==> config.mk <==
export PLATFORM = sky130hd
export DESIGN_NAME = wb_regfile
export DESIGN_NICKNAME = d
export VERILOG_FILES = /design/src/rtl/wb_regfile.sv
export SDC_FILE = /design/constraint.sdc
export NUM_CORES = 2
export LEC_CHECK = 0
export BUFFER_PORTS_ARGS = -buffer_cell sky130_fd_sc_hd__buf_2
export CAP_MARGIN = 20
export CORE_UTILIZATION = 41
export CTS_CLUSTER_DIAMETER = 150
export DETAILED_ROUTE_END_ITERATION = 10
export GPL_ROUTABILITY_DRIVEN = 0
export PLACE_DENSITY = 0.62
export REMOVE_ABC_BUFFERS = 1
export SETUP_SLACK_MARGIN = 0.4
export SLEW_MARGIN = 10
export SYNTH_ARGS = -nofsm -noshare
export SYNTH_HDL_FRONTEND = slang
export SYNTH_SLANG_ARGS = --single-unit
==> constraint.sdc <==
create_clock -name clk -period 4.5 [get_ports clk]
set_input_delay 0.45 -clock clk [delete_from_list [all_inputs] [get_ports clk]]
set_output_delay 0.45 -clock clk [all_outputs]
set_load 0.02 [all_outputs]
==> src/rtl/wb_regfile.sv <==
// MIPS writeback-stage register file: writeback mux, 32-entry GPR array, two async read ports.
// Optional macro WB_BYPASS_EN forwards the committing value to same-cycle reads (write-before-read).
module wb_regfile #(
    parameter int DATA_W = 32,
    parameter int ADDR_W = 5
) (
    input  logic              clk,
    input  logic              rst,
    input  logic              regwrite,
    input  logic              memtoreg,
    input  logic [DATA_W-1:0] ReadData,
    input  logic [DATA_W-1:0] ALUResult,
    input  logic [ADDR_W-1:0] WriteReg,
    input  logic [ADDR_W-1:0] rs_addr,
    input  logic [ADDR_W-1:0] rt_addr,
    output logic [DATA_W-1:0] rs_data,
    output logic [DATA_W-1:0] rt_data,
    output logic [DATA_W-1:0] wb_data,
    output logic              wb_valid
);

    localparam int DEPTH = 1 << ADDR_W;

    logic [DATA_W-1:0] regs_q [DEPTH];
    logic [DATA_W-1:0] regs_d [DEPTH];

    always_comb begin
        wb_data  = memtoreg ? ReadData : ALUResult;
        wb_valid = regwrite && (WriteReg != '0) && !rst;
    end

    always_comb begin
        for (int i = 0; i < DEPTH; i++) begin
            regs_d[i] = regs_q[i];
        end
        if (wb_valid) begin
            regs_d[WriteReg] = wb_data;
        end
    end

    always_ff @(posedge clk) begin
        if (rst) begin
            for (int i = 0; i < DEPTH; i++) begin
                regs_q[i] <= '0;
            end
        end else begin
            for (int i = 0; i < DEPTH; i++) begin
                regs_q[i] <= regs_d[i];
            end
        end
    end

    // Reads are forced to zero during reset so stale contents never leak before the clearing edge.
    function automatic logic [DATA_W-1:0] read_port(input logic [ADDR_W-1:0] addr);
        logic [DATA_W-1:0] val;
        if (rst || addr == '0) begin
            val = '0;
        end else begin
            val = regs_q[addr];
`ifdef WB_BYPASS_EN
            if (wb_valid && WriteReg == addr) begin
                val = wb_data;
            end
`endif
        end
        return val;
    endfunction

    always_comb begin
        rs_data = read_port(rs_addr);
        rt_data = read_port(rt_addr);
    end

endmodule

==> results.json <==
{
  "status": "complete, no violations",
  "grtUsageMet2_pct": 43.2,
  "hp-class": "input port to register",
  "dpl.hpwl_mm": 107,
  "busiest_layer": "met2",
  "max_freq_ghz": 0.283,
  "p_clk_share_pct": 44.8,
  "path_class": "input port to primary output",
  "cts_buffers": 109,
  "p_int_mw": 15.0,
  "drv_cap": 0,
  "core_area_mm2": 0.126,
  "power.density_mw_per_mm2": 351,
  "combinationalPowerShare_pct": 10.0,
  "largest_register_ffs": 1024,
  "port_buffers": 179,
  "fin_ws_ns": 0.961,
  "dp_slack_ns": 1.08,
  "drc": 0,
  "vdd_drop_max_uv": 308,
  "post-route-util_pct": 46.1,
  "hold_buffers": 0,
  "drtAntennaViolNets": 0,
  "fin_setup_tns_ns": 0,
  "dieWidth_um": 358,
  "leakage_nw": 19.7,
  "layout_commonest_cell": "dfxtp_1",
  "setup_viol": 0,
  "num_io_pins": 180,
  "cp.arrival_ns": 3.09,
  "reg_top3": "regs_q: 1024 flops",
  "overflow": 0,
  "synthFlopType": "dfxtp_1",
  "slew_headroom_pct": 20.4,
  "syn_to_final_growth_pct": 11.3,
  "via_per_inst": 6.21,
  "post-cts-setup-buffer-count": 0,
  "ys_warn_count": 0,
  "worst_setup_path_start_kind": "input port",
  "min_period_ns": 3.54,
  "syn_inst": 5321,
  "synth_edf_count": 0,
  "wl_per_cell_um": 25.9,
  "syn_area_mm2": 0.0521,
  "avgSynthCellArea_um2": 9.79,
  "num_rows": 130,
  "clk_latency_ns": 0.71,
  "p_seq_share_pct": 45.2,
  "grt_use_total_pct": 27.0,
  "sw_frac_of_total_pct": 26.2,
  "ys_ff_latch": 1024,
  "die_area_mm2": 0.128,
  "crit_path_end_kind": "primary output",
  "rsz0062_at_grt": "false",
  "cts.clk_slew.worst_paths_ns": 0.06,
  "die_h_um": 358,
  "synth_seq_area_share_pct": 39.4,
  "yosysUniqueCellTypes": 37,
  "cp_max_fo": 20,
  "cts_resized": 0,
  "max-clock-path-buffers": 3,
  "vias": 42800,
  "cts_tree": "yes",
  "use_met1_pct": 37.3,
  "htree_levels": 3,
  "worst_pin_slew_ns": 1.19,
  "root_buffer": "clkbuf_16",
  "routed_wl_mm": 178,
  "p_total_mw": 20.3,
  "grt_max_degree": 193,
  "regMostFlops": "regs_q",
  "initial_core_util_pct": 41.4,
  "p_switching_mw": 5.32,
  "antenna_found_initial": 4,
  "drive_gt1_share_pct": 19.2,
  "grt_pass1_vias": 40600,
  "async_flop_share_pct": 0,
  "post-route-period-util_pct": 78.6,
  "grt_pass1_wl_mm": 263,
  "finClkSkew_ns": 0,
  "globalRouteMet3Util_pct": 3.15,
  "nets": 5232,
  "final_cell_mix": "dfxtp_1, nor2_1, a211oi_1",
  "first_iter_violations": 4842,
  "maxSlewViolCount": 0,
  "required_ns": 4.05,
  "drtPass1Iterations": 6,
  "cts.sinks": 1024,
  "hold_violations": 0
}
power groups by stage:
stage	logic, mW	registers [mW]	clock network, mW
6_report	2.03	9.18	9.11
3_5_place_dp	2.00	9.38	0
2_1_floorplan	0.891	9.36	0
4_1_cts	2.01	9.18	9.21
5_1_grt	2.12	9.18	9.59
3_3_place_gp	1.99	9.38	0
critical path, stage by stage:
cell and delay (ns):
buf_8 0.16, nor3_2 0.79, and2_1 0.85, a32oi_1 0.19, nand4_1 0.36, buf_2 0.24
cell families (layout without fill, tap and decap cells):
family / after synthesis / count (layout) / synth area share [%]
and+or+nand+nor: 1392 / 1392 / 11.9
AOI/OAI and AO/OA: 1397 / 1397 / 21.6
buffers and inverters: 666 / 581 / 5.88
other: 0 / 1 / 0
muxes: 842 / 842 / 21.3
DFF: 1024 / 1024 / 39.4
synth_stat cells, types with 2 or more instances:
| cell | number | share of area, % |
|---|---|---|
| a211oi_1 | 818 | 12 |
| a211oi_2 | 174 | 4.2 |
| a21oi_1 | 64 | 0.62 |
| a22oi_1 | 320 | 4.6 |
| a32oi_1 | 19 | 0.32 |
| and2_0 | 2 | 0.024 |
| and2_1 | 8 | 0.096 |
| buf_1 | 5 | 0.036 |
| buf_2 | 190 | 1.8 |
| buf_4 | 42 | 0.61 |
| buf_6 | 22 | 0.48 |
| clkbuf_1 | 375 | 2.7 |
| dfxtp_1 | 1024 | 39 |
| inv_1 | 32 | 0.23 |
| mux2i_1 | 628 | 12 |
| mux4_2 | 214 | 9.3 |
| nand2_1 | 69 | 0.50 |
| nand2b_1 | 3 | 0.036 |
| nand3_1 | 148 | 1.4 |
| nand3b_1 | 3 | 0.043 |
| nand3b_2 | 2 | 0.043 |
| nand4_1 | 66 | 0.79 |
| nand4bb_1 | 2 | 0.043 |
| nor2_1 | 1001 | 7.2 |
| nor2_2 | 5 | 0.060 |
| nor2_4 | 7 | 0.15 |
| nor2_8 | 13 | 0.50 |
| nor2b_1 | 42 | 0.50 |
| nor3_1 | 3 | 0.029 |
| nor3_4 | 6 | 0.19 |
| nor3b_1 | 6 | 0.087 |
| o31a_1 | 2 | 0.034 |
| or3b_2 | 2 | 0.034 |
routing by layer:
layer / share of wire, % / routed length (um)
met2: 46 / 81400
met4: 3.8 / 6730
met5: 0 / 0
met1: 44 / 78000
met3: 6.8 / 12100
metrics by stage:
step	hold WS (ns)	cell area, um^2	instances
3_5_place_dp	0.468	54300	6686
3_3_place_gp	0.464	54300	6684
2_1_floorplan	0.451	49100	4687
5_1_grt	0.0877	57900	6886
6_report	0.118	57900	6887
4_1_cts	0.0691	57900	6884
final timing paths:
| check | from | endpoint | slack, ns | depth (start not counted) |
|---|---|---|---|---|
| setup / recovery | rst | rt_data[10] | 0.96 | 6 |
| hold / removal | rst | regs_q[29][2] | 0.12 | 2 |
| setup reg to reg | regs_q[22][6] | regs_q[22][6] | 3.66 | 2 |
| hold reg to reg | regs_q[0][29] | regs_q[0][29] | 0.48 | 1 |
area by class of cell:
type	count	area [um^2]
clock inverters	23	267
multi-input cells	3631	29100
flip-flops and latches	1024	20500
repair buffers	351	2600
clock buffers	175	3340
inverters	32	120
diodes	1	2.50
well taps	1650	2060
fillers	11800	67800
(Power assumes the default switching activity.)
